## src/rtl/hyper_wr_packer.sv

```systemverilog
// Packs 16-bit Boson pixels into dwords, buffers them and issues single-dword writes to hyper_xface.
// Optional statistics outputs (frame_cnt, drop_cnt) are built when HYPER_WR_PACKER_STATS_EN is defined.
module hyper_wr_packer #(
    parameter int unsigned FIFO_DEPTH = 16,
    parameter logic [31:0] BASE_ADDR  = 32'h0000_0000,
    parameter logic [31:0] ADDR_LIMIT = 32'h0040_0000
) (
    input  logic                            clk,
    input  logic                            resetn,
    input  logic                            pix_valid,
    input  logic [15:0]                     pix_data,
    input  logic                            pix_sof,
    output logic                            wr_req,
    output logic [31:0]                     addr,
    output logic [31:0]                     wr_d,
    output logic [3:0]                      wr_byte_en,
    output logic                            mem_or_reg,
    input  logic                            busy,
    input  logic                            burst_wr_rdy,
    output logic [$clog2(FIFO_DEPTH):0]     fifo_level,
    output logic                            overflow,
`ifdef HYPER_WR_PACKER_STATS_EN
    output logic [15:0]                     frame_cnt,
    output logic [15:0]                     drop_cnt,
`endif
    output logic                            idle
);

    localparam int AW = $clog2(FIFO_DEPTH);
    localparam int LW = AW + 1;
    localparam logic [AW-1:0] PTR_ONE  = AW'(1);
    localparam logic [LW-1:0] LVL_ONE  = LW'(1);
    localparam logic [LW-1:0] LVL_FULL = LW'(FIFO_DEPTH);

    typedef enum logic [1:0] {IDLE, REQ, GAP} state_e;

    typedef struct packed {
        logic        restart;
        logic [3:0]  be;
        logic [31:0] data;
    } entry_t;

    state_e        state_q;
    logic          wrReq_q;
    logic [31:0]   addr_q, wrD_q, addrInc;
    logic [3:0]    be_q;
    logic [15:0]   halfData_q, halfData_d;
    logic          halfValid_q, halfValid_d, halfRestart_q, halfRestart_d;
    logic          overflow_q;
    logic [AW-1:0] wrPtr_q, rdPtr_q;
    logic [LW-1:0] level_q;
    entry_t        mem [FIFO_DEPTH];
    entry_t        pushEntry, headEntry;
    logic          pushEn, popEn, pushAccept, dropEn, fifoEmpty, fifoFull, sofSeen;

    // A sof pixel flushes any pending half first and then carries the restart marker on its own pair.
    always_comb begin
        pushEn        = 1'b0;
        pushEntry     = '0;
        halfData_d    = halfData_q;
        halfValid_d   = halfValid_q;
        halfRestart_d = halfRestart_q;
        if (pix_valid) begin
            if (pix_sof) begin
                if (halfValid_q) begin
                    pushEn    = 1'b1;
                    pushEntry = '{restart: halfRestart_q, be: 4'h3, data: {16'h0000, halfData_q}};
                end
                halfData_d    = pix_data;
                halfValid_d   = 1'b1;
                halfRestart_d = 1'b1;
            end else if (halfValid_q) begin
                pushEn        = 1'b1;
                pushEntry     = '{restart: halfRestart_q, be: 4'hf, data: {pix_data, halfData_q}};
                halfValid_d   = 1'b0;
                halfRestart_d = 1'b0;
            end else begin
                halfData_d    = pix_data;
                halfValid_d   = 1'b1;
                halfRestart_d = 1'b0;
            end
        end
    end

    assign sofSeen    = pix_valid && pix_sof;
    assign fifoEmpty  = (level_q == '0);
    assign fifoFull   = (level_q == LVL_FULL);
    assign popEn      = (state_q == IDLE) && !fifoEmpty && (!busy || burst_wr_rdy);
    assign pushAccept = pushEn && (!fifoFull || popEn);
    assign dropEn     = pushEn && !pushAccept;
    assign headEntry  = mem[rdPtr_q];
    assign addrInc    = ((addr_q + 32'd2) >= ADDR_LIMIT) ? BASE_ADDR : (addr_q + 32'd2);

    always_ff @(posedge clk) begin
        if (pushAccept) begin
            mem[wrPtr_q] <= pushEntry;
        end
    end

    always_ff @(posedge clk or negedge resetn) begin
        if (!resetn) begin
            halfData_q    <= '0;
            halfValid_q   <= 1'b0;
            halfRestart_q <= 1'b0;
            wrPtr_q       <= '0;
            rdPtr_q       <= '0;
            level_q       <= '0;
            overflow_q    <= 1'b0;
        end else begin
            halfData_q    <= halfData_d;
            halfValid_q   <= halfValid_d;
            halfRestart_q <= halfRestart_d;
            if (pushAccept) wrPtr_q <= wrPtr_q + PTR_ONE;
            if (popEn) rdPtr_q <= rdPtr_q + PTR_ONE;
            if (pushAccept && !popEn) level_q <= level_q + LVL_ONE;
            else if (!pushAccept && popEn) level_q <= level_q - LVL_ONE;
            // A drop in the same cycle as sof still leaves the flag set.
            if (dropEn) overflow_q <= 1'b1;
            else if (sofSeen) overflow_q <= 1'b0;
        end
    end

    // The pop happens on the IDLE->REQ edge so the head lands on the registered outputs during REQ.
    always_ff @(posedge clk or negedge resetn) begin
        if (!resetn) begin
            state_q <= IDLE;
            wrReq_q <= 1'b0;
            addr_q  <= BASE_ADDR;
            wrD_q   <= '0;
            be_q    <= 4'hf;
        end else begin
            case (state_q)
                IDLE: begin
                    if (popEn) begin
                        state_q <= REQ;
                        wrReq_q <= 1'b1;
                        wrD_q   <= headEntry.data;
                        be_q    <= headEntry.be;
                        if (headEntry.restart) addr_q <= BASE_ADDR;
                    end
                end
                REQ: begin
                    state_q <= GAP;
                    wrReq_q <= 1'b0;
                    addr_q  <= addrInc;
                end
                default: begin
                    state_q <= IDLE;
                    wrReq_q <= 1'b0;
                end
            endcase
        end
    end

`ifdef HYPER_WR_PACKER_STATS_EN
    logic [15:0] frameCnt_q, dropCnt_q;

    always_ff @(posedge clk or negedge resetn) begin
        if (!resetn) begin
            frameCnt_q <= '0;
            dropCnt_q  <= '0;
        end else begin
            if (sofSeen) frameCnt_q <= frameCnt_q + 16'd1;
            if (sofSeen) dropCnt_q <= dropEn ? 16'd1 : 16'd0;
            else if (dropEn && (dropCnt_q != 16'hFFFF)) dropCnt_q <= dropCnt_q + 16'd1;
        end
    end

    assign frame_cnt = frameCnt_q;
    assign drop_cnt  = dropCnt_q;
`else
    // Without statistics, drop events only feed the sticky overflow flag.
`endif

    assign wr_req     = wrReq_q;
    assign addr       = addr_q;
    assign wr_d       = wrD_q;
    assign wr_byte_en = be_q;
    assign mem_or_reg = 1'b0;
    assign fifo_level = level_q;
    assign overflow   = overflow_q;
    assign idle       = fifoEmpty && !halfValid_q && (state_q == IDLE);

endmodule

```

## config.mk

```make
export PLATFORM = sky130hd
export DESIGN_NAME = hyper_wr_packer
export DESIGN_NICKNAME = d
export VERILOG_FILES = /design/src/rtl/hyper_wr_packer.sv
export SDC_FILE = /design/constraint.sdc
export NUM_CORES = 1
export LEC_CHECK = 0
export ABC_AREA = 1
export CAP_MARGIN = 20
export CORE_MARGIN = 8
export CORE_UTILIZATION = 55
export DETAILED_ROUTE_END_ITERATION = 10
export PLACE_DENSITY = 0.75
export SLEW_MARGIN = 0
export SYNTH_ARGS = -nofsm -noshare
export SYNTH_HDL_FRONTEND = slang
export SYNTH_SLANG_ARGS = --single-unit
```

## constraint.sdc

```tcl
create_clock -name clk -period 4.1 [get_ports clk]
set_input_delay 0.41 -clock clk [delete_from_list [all_inputs] [get_ports clk]]
set_output_delay 0.41 -clock clk [all_outputs]
set_load 0.02 [all_outputs]
```

==> results.cfg, run 1 <==
[run_status]
status = finished clean

[timing]
period_needed_ps = 3240
tightest_slew_ps = 997
hold-worst-slack_ps = 430
rsz0062_at_grt = no
drv_slew = 0
hold_violations = 0
relSlewSlack_pct = 33.3
clock.fmax_mhz = 309
fin_crit_sh_pct = 79.0
setup_violations = 0
finalClockSkew_ps = 24.4

[setup_path]
start_kind = flip-flop
crit_top_cell = nand2_1
worstSetupPathType = reg -> reg
startpoint = fifo_level[1]
ff2ff_path_depth = 16
cp_data_arrival_time_ps = 3710
crit_slowest_cell = dfrtp_1
path_cells = nor4_2, nand2_1, nand3_1, nand3_1, nand2_2, inv_2, ha_1, inv_1, ha_1, nand2_1, nor2_1, a211oi_1, nand2_1, nand2_1, nor2_1, xor2_1
path_max_fanout = 19
r2r_start = fifo_level[1]
cp-end-kind = flip-flop
crit_path_max_incr_delay_ps = 430
worstPathRequired_ps = 4570

[detailed_routing]
vias = 18100
dr.pass1.iters = 5
ant_nets = 0
drtIter0Drc = 2316
totalWireLength_mm = 66.9
drc = 0
routedWlPerCell_um = 22.8
via_per_inst = 6.15

[cells_and_area]
drive_gt1_share_pct = 8.57
finalCoreUtilization_pct = 63.2
area_delta_synth_final_pct = 14.4
final_nets = 2288
final_area_um2 = 30700

[clocking]
cts_buffers = 68
h-tree-depth = 3
path_clk_slew_ps = 60
insertion_delay_ps = 600
cts_tree = built
clk_path_buf_depth = 3
root_buffer = clkbuf_16
cts.sinks = 659

[global_route]
grtUsageTotal_pct = 23.4
overflow = 0
grt_max_degree = 145
grt_pass1_vias = 17700
antenna_found_initial = 1
grt_pass1_wl_mm = 102

[power_and_ir_drop]
ir_worst_vdd_v = 0.000673
p_per_area_nw_per_um2 = 679
power_leakage_nw = 10.8

[hold_path]
hp-class = in -> async

[synth]
synth_top_area_share_pct = 62.7
synthFlopType = edfxtp_1
synth_area_per_cell_um2 = 12.3
synth_commonest_cells = edfxtp_1 (560), nor2_1 (396), o21ai_0 (318)
ys_seq_area_share_pct = 71.9
synth_warnings = 0
synth_cell_types = 45
yosys.cell_count.top_type = edfxtp_1
netlist_area_um2 = 26800
synth_cells = 2185
synth_area_leaders = edfxtp_1 (63%), dfrtp_1 (9.0%), o21ai_0 (5.9%)
yosysTopAreaCell = edfxtp_1
yosys_register_bits = 659
async_reset_ff_share_pct = 15.0
synth_edf_count = 560

[floorplanning]
fp.dieH_um = 237
die_x_um = 237
pin_count = 99
die_area_um2 = 56100
initial_core_util_pct = 55.3
core_um2 = 48500
std_cell_rows = 81

[placement]
gp_congestion = 0.859
io_buffers = 96
hpwl_mm = 35.4
place_area_um2 = 28400

[job]
drv_cap = 0
==> worst paths after layout <==
| check | endpoint | slack (ps) |
|---|---|---|
| max reg2reg | fifo_level[4] | 860 |
| min | wr_d[4] | 430 |
| max | fifo_level[4] | 860 |
| min reg2reg | wr_d[26] | 480 |
| max in group asynchronous | wr_byte_en[1] | 2690 |
| min in group clk | halfData_q[11] | 460 |
==> per-stage QoR <==
stage / setup WS, ps / power (mW) / std cells / setup TNS, ps
5_1_grt: 606 / 21.8 / 2933 / 0
3_3_place_gp: 884 / 14.5 / 2805 / 0
2_1_floorplan: -126 / 12.5 / 2186 / -44050
3_5_place_dp: 831 / 14.7 / 2805 / 0
4_1_cts: 887 / 20.9 / 2932 / 0
6_report: 863 / 20.8 / 2934 / 0
==> logic make-up after synthesis <==
family	Yosys count	synth area share (%)
AOI/OAI and AO/OA	496	11.1
xor gates and xnor gates	24	0.783
adders and majority gates	11	0.541
buffers and inverters	226	3.57
DFF	659	71.9
muxes	2	0.0746
other	1	0.0140
and+or+nand+nor	766	12.0
==> placed cells by master (no fill, tap or decap), drive strengths merged, types with 46 or more instances in the layout <==
cell type,count
nand3,140
clkbuf,96
o21ai,333
dfrtp,97
clkdlybuf4s50,95
nor2,403
buf,46
o221ai,104
edfxtp,560
nand2,197
inv,82
==> state kept, by name, indices dropped and copies added (netlist names) <==
name           count
halfRestart_q      1
addr              31
state_q            2
wr_d              32
halfValid_q        1
overflow           1
rdPtr_q            4
wrPtr_q            4
mem              560
wr_byte_en         2
halfData_q        16
fifo_level         5
==> area by class of cell <==
type,count,area [µm²]
flip-flops and latches,659,19300
fillers,3457,17900
multi-input cells,1301,6660
clock buffers,96,1950
repair buffers,142,1370
well taps,622,778
inverters,83,319
clock inverters,30,294
diodes,1,2.50
==> where the power goes <==
part / switching [mW] / internal (mW)
clock: 2.56 / 3.61
sequential: 0.470 / 7.88
combinational: 4.33 / 2.00
==> routing by layer <==
layer / share of wire, % / track usage (%) / vias up
li1: - / - / 8052
met1: 39 / 30.2 / 8925
met2: 49 / 39.1 / 906
met3: 8.3 / 3.82 / 168
met4: 3.4 / 10.2 / 0
met5: 0 / 0 / -
==> critical path, delay by kind of cell, from the launching register on <==
| family | cells | cell delay (ps) |
|---|---|---|
| XOR/XNOR | 1 | 140 |
| buffers and inverters | 2 | 260 |
| flip-flops | 1 | 430 |
| AND/OR/NAND/NOR | 10 | 1480 |
| adder cells (fa/ha/maj) | 2 | 550 |
| AO/OA/AOI/OAI | 1 | 240 |
==> what timing repair did <==
action | in CTS | in global routing
buffers inserted | 0 | 0
endpoints found under the hold margin | 56 | 0
gates resized for setup | 0 | 0
endpoints found under the setup margin | 0 | 0
hold buffers | 1 | 0
(Power assumes the default switching activity.)
==> run 2, diff against run 1 <==
CORE_UTILIZATION = 61   (was 55)
PLACE_DENSITY = 0.79   (was 0.75)
clock period = 3 ns   (was 4.1 ns; I/O delays follow)
==> results.cfg, run 2 (synthesis results as in run 1) <==
[cells_and_area]
layout_commonest_cell = edfxtp_1
drive_gt1_share_pct = 9.50
layout_common_cells = edfxtp_1 (560), nor2_1 (396), o21ai_0 (318), nand2_1 (192), nand3_1 (135)
final_area_um2 = 31000
area_delta_synth_final_pct = 15.6
fill_cells = 2824
diodes = 0
largest_reg_flops = 560
regMostFlops = mem
final_nets = 2316

[setup_path]
worstSetupPathType = reg -> out
cp-end-kind = primary output
start_kind = flip-flop
worstPathRequired_ps = 2700
path_max_fanout = 3
cp_data_arrival_time_ps = 2450

[power_and_ir_drop]
power_leakage_nw = 11.0
pwr-share-seq_pct = 38.9
p_per_area_nw_per_um2 = 931
p_clk_share_pct = 28.4
swShare_pct = 35.9
ir_worst_vdd_v = 0.000593
internal-power_mw = 18.5
p_switching_mw = 10.4
power_mw = 28.9
combPwrFrac_pct = 32.7

[floorplanning]
core_um2 = 43800
die_x_um = 226
initial_core_util_pct = 61.2
std_cell_rows = 77
fp.dieH_um = 226
die_area_um2 = 51000
pin_count = 99

[hold_path]
hp-class = in -> reg

[detailed_routing]
dr.pass1.iters = 8
drc = 0
ant_nets = 0
totalWireLength_mm = 69.4
vias = 18500
via_per_inst = 6.33
drtIter0Drc = 2514
routedWlPerCell_um = 23.7

[timing]
hold-worst-slack_ps = 329
drv_slew = 0
period_needed_ps = 2750
relSlewSlack_pct = 22.6
fin_crit_sh_pct = 91.6
clock.fmax_mhz = 364
hold_violations = 0
finalClockSkew_ps = 29.0
tightest_slew_ps = 1160
tns_ps = 0
setup_violations = 0
rsz0062_at_grt = no

[placement]
io_buffers = 96
hpwl_mm = 38.7
place_area_um2 = 28800
gp_congestion = 0.853

[job]
drv_cap = 0

[clocking]
cts_setup_buffers = 0
clk_path_buf_depth = 3
cts.sinks = 659
insertion_delay_ps = 600
cts_buffers = 67
ctsResizeCount = 0
root_buffer = clkbuf_16
path_clk_slew_ps = 60
h-tree-depth = 3
cts_tree = built

[global_route]
grt_pass1_vias = 18400
overflow = 0
grtUsageTotal_pct = 27.4
antenna_found_initial = 0
grt_pass1_wl_mm = 107
grt_max_degree = 133

[run_status]
status = finished clean
-- run 2: changes by cell type in the layout (fill, tap and decap cells not counted), sizes merged --
cell	delta
clkbuf	-3
buf	+29
inv	+2
clkinv	-4
diode	-1
bufinv	+1
-- run 2: power groups by stage --
stage | clock, mW | combinational [mW] | sequential, mW
2_1_floorplan | 0 | 5.62 | 11.6
3_3_place_gp | 0 | 8.93 | 11.4
3_5_place_dp | 0 | 9.24 | 11.4
4_1_cts | 8.26 | 9.36 | 11.2
5_1_grt | 8.60 | 10.2 | 11.3
6_report | 8.20 | 9.46 | 11.2
-- run 2: layer usage --
layer | wire length, µm | vias to the layer above | track usage (%) | part of all wire (%)
li1 | - | 8118 | - | -
met1 | 25800 | 9025 | 36.4 | 37
met2 | 33300 | 1209 | 44.2 | 48
met3 | 7870 | 180 | 5.73 | 11
met4 | 2420 | 0 | 11.1 | 3.5
met5 | 0 | - | 0 | 0
-- run 2: what timing repair did --
item	4_1_cts	5_1_grt
endpoints found under the setup margin	0	0
hold buffers	1	0
hold endpoints to repair	51	0
-- run 2: stage by stage --
stage / instances / setup WS, ps / util [%]
after floorplan: 2186 / -1060 / -
after global placement: 2802 / 187 / 65.7
after detailed placement: 2802 / 196 / 65.7
after CTS: 2925 / 201 / 70.7
after global routing: 2928 / 59.9 / 70.7
final: 2928 / 252 / 70.7
-- run 2: cell type report --
type	instances	area, µm²	area share, %
clock buffers	93	1860	5.98
repair buffers	171	1760	5.66
well taps	592	741	2.39
inverters	83	319	1.03
multi-input cells	1301	6730	21.7
clock inverters	29	305	0.985
flip-flops and latches	659	19300	62.3
-- run 2: path summary, 6_finish.rpt --
check | cells after the start | endpoint | from | slack [ps]
max | 5 | idle | fifo_level[1] | 250
min | 3 | halfData_q[8] | pix_data[8] | 330
max reg2reg | 16 | fifo_level[4] | fifo_level[1] | 330
min reg2reg | 2 | wr_d[11] | wr_d[11] | 480
max in group asynchronous | 3 | wr_byte_en[1] | resetn | 1830
min in group asynchronous | 2 | wr_d[30] | resetn | 400
-- run 2: critical path, cell delays in order, from the launching register on --
cell and delay [ps]:
dfrtp_1 380, nor4_2 310, nand2_1 130, nor4_1 220
buf_4 180, clkdlybuf4s50_1 640
